$ cat src/rtl/seg7_to_hex_capture.sv
// Recovers hex nibbles from an active-low 7-segment bus once each pattern has
// stayed stable, and assembles them into a NUM_DIGITS-digit word.
module seg7_to_hex_capture #(
    parameter int NUM_DIGITS    = 4,
    parameter int STABLE_CYCLES = 3,
    localparam int IDX_W        = (NUM_DIGITS > 1) ? $clog2(NUM_DIGITS) : 1,
    localparam int WORD_W       = 4 * NUM_DIGITS
) (
    input  logic              clk,
    input  logic              reset,
    input  logic [6:0]        seg_in,
    input  logic              seg_en,
    output logic              out_valid,
    output logic [3:0]        out_hex,
    output logic              out_err,
    output logic [IDX_W-1:0]  digit_idx,
    output logic [WORD_W-1:0] word,
    output logic              word_valid
);

    typedef enum logic [1:0] {
        IDLE,
        SETTLE,
        HELD
    } state_t;

    localparam logic [7:0]       CNT_TARGET = 8'(STABLE_CYCLES);
    localparam logic [IDX_W-1:0] LAST_IDX   = IDX_W'(NUM_DIGITS - 1);
    localparam logic [6:0]       BLANK      = 7'h7F;

    state_t             state_q, state_d;
    logic [6:0]         seg_q, prev_q;
    logic               en_q;
    logic [7:0]         cnt_q, cnt_d;
    logic               out_valid_q, out_valid_d;
    logic [3:0]         out_hex_q, out_hex_d;
    logic               out_err_q, out_err_d;
    logic [IDX_W-1:0]   digit_idx_q, digit_idx_d;
    logic [WORD_W-1:0]  word_q, word_d;
    logic               word_valid_q, word_valid_d;
    logic               accept;
    logic [4:0]         decoded;

    // Bit 4 flags a recognised code; bits [3:0] carry the nibble.
    function automatic logic [4:0] decode(input logic [6:0] pat);
        logic [4:0] res;
        case (pat)
            7'h40:   res = 5'h10;
            7'h79:   res = 5'h11;
            7'h24:   res = 5'h12;
            7'h30:   res = 5'h13;
            7'h19:   res = 5'h14;
            7'h12:   res = 5'h15;
            7'h02:   res = 5'h16;
            7'h78:   res = 5'h17;
            7'h00:   res = 5'h18;
            7'h18:   res = 5'h19;
            7'h08:   res = 5'h1A;
            7'h03:   res = 5'h1B;
            7'h46:   res = 5'h1C;
            7'h21:   res = 5'h1D;
            7'h06:   res = 5'h1E;
            7'h0E:   res = 5'h1F;
            default: res = 5'h00;
        endcase
        return res;
    endfunction

    always_comb begin
        state_d      = state_q;
        cnt_d        = cnt_q;
        accept       = 1'b0;
        out_valid_d  = 1'b0;
        out_err_d    = 1'b0;
        word_valid_d = 1'b0;
        out_hex_d    = out_hex_q;
        digit_idx_d  = digit_idx_q;
        word_d       = word_q;
        decoded      = decode(seg_q);

        // A change seen while HELD only restarts settling, so two acceptances
        // are always separated by at least one further sample.
        case (state_q)
            IDLE: begin
                cnt_d = 8'd0;
                if (en_q) begin
                    state_d = SETTLE;
                    cnt_d   = 8'd1;
                    accept  = (cnt_d >= CNT_TARGET);
                end
            end
            SETTLE: begin
                if (!en_q) begin
                    state_d = IDLE;
                    cnt_d   = 8'd0;
                end else begin
                    if (seg_q != prev_q) begin
                        cnt_d = 8'd1;
                    end else if (cnt_q < CNT_TARGET) begin
                        cnt_d = cnt_q + 8'd1;
                    end
                    accept = (cnt_d >= CNT_TARGET);
                end
            end
            HELD: begin
                if (!en_q) begin
                    state_d = IDLE;
                    cnt_d   = 8'd0;
                end else if (seg_q != prev_q) begin
                    state_d = SETTLE;
                    cnt_d   = 8'd1;
                end
            end
            default: begin
                state_d = IDLE;
                cnt_d   = 8'd0;
            end
        endcase

        if (accept) begin
            state_d = HELD;
            if (seg_q == BLANK) begin
                state_d = HELD;
            end else if (decoded[4]) begin
                out_valid_d = 1'b1;
                out_hex_d   = decoded[3:0];
                word_d      = (word_q << 4) | WORD_W'(decoded[3:0]);
                if (digit_idx_q == LAST_IDX) begin
                    digit_idx_d  = '0;
                    word_valid_d = 1'b1;
                end else begin
                    digit_idx_d = digit_idx_q + IDX_W'(1);
                end
            end else begin
                out_valid_d = 1'b1;
                out_err_d   = 1'b1;
                out_hex_d   = 4'h0;
                digit_idx_d = '0;
            end
        end
    end

    always_ff @(posedge clk or posedge reset) begin
        if (reset) begin
            state_q      <= IDLE;
            seg_q        <= BLANK;
            prev_q       <= BLANK;
            en_q         <= 1'b0;
            cnt_q        <= 8'd0;
            out_valid_q  <= 1'b0;
            out_hex_q    <= 4'h0;
            out_err_q    <= 1'b0;
            digit_idx_q  <= '0;
            word_q       <= '0;
            word_valid_q <= 1'b0;
        end else begin
            state_q      <= state_d;
            seg_q        <= seg_in;
            prev_q       <= seg_q;
            en_q         <= seg_en;
            cnt_q        <= cnt_d;
            out_valid_q  <= out_valid_d;
            out_hex_q    <= out_hex_d;
            out_err_q    <= out_err_d;
            digit_idx_q  <= digit_idx_d;
            word_q       <= word_d;
            word_valid_q <= word_valid_d;
        end
    end

    assign out_valid  = out_valid_q;
    assign out_hex    = out_hex_q;
    assign out_err    = out_err_q;
    assign digit_idx  = digit_idx_q;
    assign word       = word_q;
    assign word_valid = word_valid_q;

endmodule

$ cat config.mk
export PLATFORM = sky130hd
export DESIGN_NAME = seg7_to_hex_capture
export DESIGN_NICKNAME = d
export VERILOG_FILES = /design/src/rtl/seg7_to_hex_capture.sv
export SDC_FILE = /design/constraint.sdc
export NUM_CORES = 1
export LEC_CHECK = 0
export BUFFER_PORTS_ARGS = -buffer_cell sky130_fd_sc_hd__buf_2
export CAP_MARGIN = 20
export CORE_MARGIN = 4
export CORE_UTILIZATION = 45
export CTS_CLUSTER_SIZE = 10
export DETAILED_ROUTE_END_ITERATION = 8
export PLACE_DENSITY_LB_ADDON = 0.1
export SYNTH_ARGS = -nofsm -noshare
export SYNTH_HDL_FRONTEND = slang
export SYNTH_SLANG_ARGS = --single-unit
$ cat constraint.sdc
create_clock -name clk -period 4.9 [get_ports clk]
set_input_delay 0 -clock clk [delete_from_list [all_inputs] [get_ports clk]]
set_output_delay 0 -clock clk [all_outputs]
set_load 0.05 [all_outputs]
; ---- After elaboration in Yosys (flattened, before gate mapping)
; Cells that the tools add are included.
; Widths: inputs -> output; s select.
[totals]
register_bits = 50
latchBits = 0
ram_bits = 0
rom_bits = 0
inputBits = 10
output_inout_bits = 25
wordCells = 76
n_memories = 0
[classes]
n_addsub = 2
multipliers = 0
div_mod_pow = 0
n_lt_le_gt_ge = 2
n_eq_ne = 24
shifts = 0
mux = 30
bitwise_logic = 2
n_reduce_logical = 5
[op_table]
columns = operator, n
row1 = $pmux 5 s16, 1
row2 = $mux 8, 7
row3 = $eq 7x7->1 const B, 5
row4 = $pmux 8 s3, 1
row5 = $eq 7x5->1 const B, 3
row6 = $eq 7x6->1 const B, 3
row7 = $or 16x4->16, 1
row8 = $eq 7x2->1 const B, 2
row9 = $eq 7x4->1 const B, 2
row10 = $mux 2, 7
row11 = $mux 1, 12
row12 = $ne 3x3->1 const B, 3
row13 = $add 8x1->8 const B, 1
row14 = $ge 8x2->1 const B, 1
row15 = $lt 8x2->1 const B, 1
row16 = $eq 7x3->1 const B, 1
row17 = $logic_not 7->1, 1
row18 = $ne 7x7->1, 1
row19 = $pmux 2 s3, 1
row20 = $reduce_and 3->1, 2
row21 = $eq 2x2->1 const B, 2
row22 = $mux 4, 1
row23 = $ne 4x4->1 const B, 1
row24 = $add 2x1->2 const B, 1
row25 = 4 further kinds, 4

; ---- Depth between registers and ports, before layout
[depth]
ltp_word = 10
ltp_mapped = 8

; ---- Least setup slack after synthesis
; No wires, ideal clock.
[synth_timing]
kind = register -> register
startpoint = register seg_q[4]
endpoint = register word_q[0] (netlist: word[0])
setup_ps = 125
arrival_time_ps = 2356
required_ps = 4775
setup_slack_ps = 2419
stages_incl_launch_ff = 8
cell_sequence = dfstp_2 -> buf_2 -> nand4_1 -> or4_4 -> o211a_4 -> a2111oi_4 -> buf_6 -> mux2_4
[synth_between]
elab_chain_cells = 8
[synth_lines]
columns = item, line_no
row1 = "start, declared", 32  ; logic [6:0] seg_q, prev_q;
row2 = "start signal, assigned", 158  ; seg_q <= seg_in;
row3 = $ne 7x7->1, 97  ; if (seg_q != prev_q) begin
row4 = $mux 8, 97
row5 = $mux 8, 93  ; if (!en_q) begin
row6 = $mux 8, 83  ; case (state_q)
row7 = $ge 8x2->1, 102  ; accept = (cnt_d >= CNT_TARGET);
row8 = $mux 1, 93
row9 = $mux 1, --
row10 = $reduce_and 3->1 (no source line), --
row11 = "end signal, assigned", 166  ; word_q <= word_d;
row12 = "end, declared", 39  ; logic [WORD_W-1:0] word_q, word_d;
; Several ways; a longest one is shown, not always the timed one. The select of a mux whose other input is x is not followed.
; A chain may end at the register's enable or synchronous reset.

; ---- Final worst setup path
[layout_timing]
startpoint = register seg_q[4]
endpoint = register word_q[12] (netlist: word[12])
[layout_between]
elab_chain_cells = 8
[layout_lines]
columns = item, line_no
row1 = $ne 7x7->1, 97
row2 = $mux 8, 97
row3 = $mux 8, 93
row4 = $mux 8, 83
row5 = $ge 8x2->1, 102
row6 = $mux 1, 93
row7 = $mux 1, --
row8 = $reduce_and 3->1 (no source line) (*), --
; Mark *: on every way between the ends. The rest lies on a longest branch, timed or not. The select of a mux whose other input is x is not followed.

==> impl_metrics.toml <==
[critical_path]
cpPeakStageDelay_ns = 0.74
cp-start-kind = "flip-flop"
cp-end-kind = "flip-flop"
arrival_ns = 2.81
crit_chain = "nand4_1 -> or4_4 -> o211a_4 -> a2111oi_4 -> buf_4 -> mux2_2"
worst-path-max-fanout = 18
crit_required_ns = 5.08
path_class = "reg -> reg"
cp_slowest_cell = "dfstp_2"

[timing]
fin_skew_ns = 0.006119
slew_headroom = 0.6080
tns_ns = 0
fmax_mhz = 380.6
finalCritPeriodShare = 0.5363
finalMaxSlewViolations = 0
rsz0062_at_grt = "false"
setup_slack_ns = 2.272
setup_viol = 0
worst-slew-pin-transition_ns = 0.5732
period_minus_slack_ns = 2.628
hold_viol = 0
holdWs_ns = 0.2729

[status]
status = "completed"

[die]
start_util = 0.4669
dieArea_um2 = 6565
rows = 26
ios = 35
die_x_um = 81.03
die_h_um = 81.03
fp.coreArea_um2 = 5140

[routing]
finalWirelength_um = 4369
drtAntennaViolNets = 0
wl_per_cell_um = 14.32
drc = 0
via_per_inst = 5.289
vias = 1613
drt_first_pass_iters = 4
drtIter0Drc = 102

[cells_and_area]
drive_gt1_frac = 0.3532
diodes = 0
area_delta_synth_final_pct = 15.02
finalNetCount = 246
utilization = 0.5370

[clock_network]
clockBufferDepth = 2
cts_made_buffers = 5
root_buffer = "clkbuf_8"
h-tree-depth = 2
cts.sinks = 50
clk_pin_slew_ns = 0.09
insertion_delay_ns = 0.30
ctsHoldBuffers = 9
cts_resized = 0
cts_tree = "built"
post-cts-setup-buffers = 0

[place]
dpl_worst_slack_ns = 2.273
gp_congestion = 0.7613
io_buffers = 34
hpwl_um = 3036

[logic_synthesis]
synth-seq-cells = 50
yosysTopAreaCell = "dfrtp_1"
synth_edf_count = 0
async_flop_share = 1.000
ys_warn_count = 0
synthCells = 194
synth_ff_type = "dfrtp_1"
ys_types = 48
synth_area_leaders = "dfrtp_1 38%, dfstp_2 15%, mux2_2 5.2%"
yosys-top-cells-count = "36 x dfrtp_1, 14 x dfstp_2, 11 x mux2_2"
yosysMostFrequentCell = "dfrtp_1"
synth-seq-area-share = 0.5287
avgSynthCellArea_um2 = 12.37
yosys.area.top_type_share = 0.3754
syn_area_um2 = 2400
synth_nets = 206

[global_routing]
grt_usage = 0.1529
grt_max_degree = 51
antenna_found_initial = 0
overflow = 0
grt_pass1_vias = 1617
grt_pass1_wl_um = 7762

[hold_path]
hp-class = "in -> async"

[power_and_ir_drop]
ir_worst_vdd_uv = 150.1
power-per-cell-area_nw_per_um2 = 265.5
p_leak_nw = 1.274

[run]
cap_violations = 0
placed cells by master (no fill, tap or decap), drive strengths merged, types with 3 or more instances in the layout:
cell type and instances:
mux2 19, inv 6, dfrtp 36, o211ai 4, a21oi 5, o21ai 8
and2 8, clkbuf 6, buf 36, nand3 4, or3 3, and3 3
dfstp 14, xnor2 8, nand2b 5, nand2 5, and4b 3, nor3 7
nor3b 5, nor2 10, dlygate4sd3 9
layout make-up:
type	count	area [um^2]
clock buffers	6	82.58
clock inverters	2	11.26
inverters	5	18.77
well taps	70	87.58
fillers	483	2380
multi-input cells	127	1003
flip-flops and latches	50	1269
repair buffers	45	287.8
kinds of logic after synthesis:
logic type	after synthesis	synth area share
AOI/OAI and AO/OA	33	0.1079
buffers and inverters	17	0.05318
xor gates and xnor gates	9	0.03285
adders and majority gates	2	0.01043
DFF	50	0.5287
muxes	19	0.1017
and+or+nand+nor	64	0.1653
state kept, by name (all words and copies together) (netlist names):
name        cells
cnt_q           8
digit_idx       2
en_q            1
out_err         1
out_hex         4
out_valid       1
prev_q          7
seg_q           7
state_q         2
word           16
word_valid      1
path summary, 6_finish.rpt:
kind,from,endpoint,slack [ns],cells after the start
worst max-delay path,seg_q[4]$_DFF_PP1_,word[12]$_DFFE_PP0P_,2.27,6
worst min-delay path,reset,digit_idx[0]$_DFFE_PP0P_,0.27,3
worst max register to register,seg_q[4]$_DFF_PP1_,word[12]$_DFFE_PP0P_,2.27,6
worst min register to register,seg_q[5]$_DFF_PP1_,prev_q[5]$_DFF_PP1_,0.45,0
max in group asynchronous,reset,seg_q[3]$_DFF_PP1_,4.04,4
min in group clk,seg_in[5],seg_q[5]$_DFF_PP1_,0.33,2
per-layer routing:
metal	up-vias	part of all wire	wire, um	global-route usage
met1	790	0.45	1959	0.2011
met2	34	0.50	2194	0.2545
li1	783	-	-	-
met3	6	0.036	158	0.02772
met5	-	0	0	0
met4	0	0.013	57	0.05068
stage by stage:
step                total power, W  cells  instance area [um^2]
floorplan                0.0004826    194                  2400
global placement         0.0004874    287                  2556
detailed placement       0.0004898    287                  2556
CTS                      0.0007406    304                  2740
global route             0.0007712    305                  2760
finish                   0.0007328    305                  2760
worst max-delay path: cells and delay by family (launching register included):
| kind | cells | cell delay [ns] |
|---|---|---|
| flops | 1 | 0.74 |
| mux | 1 | 0.37 |
| buf+inv | 1 | 0.31 |
| compound gates | 2 | 0.46 |
| simple gates | 2 | 0.62 |
power breakdown:
part | internal (W) | switching (W) | leakage (nW)
sequential | 0.000425 | 0.0000161 | 0.643
clock | 0.000114 | 0.000130 | 0.0515
combinational | 0.0000242 | 0.0000241 | 0.579
Power figures use the tool's default switching activity.
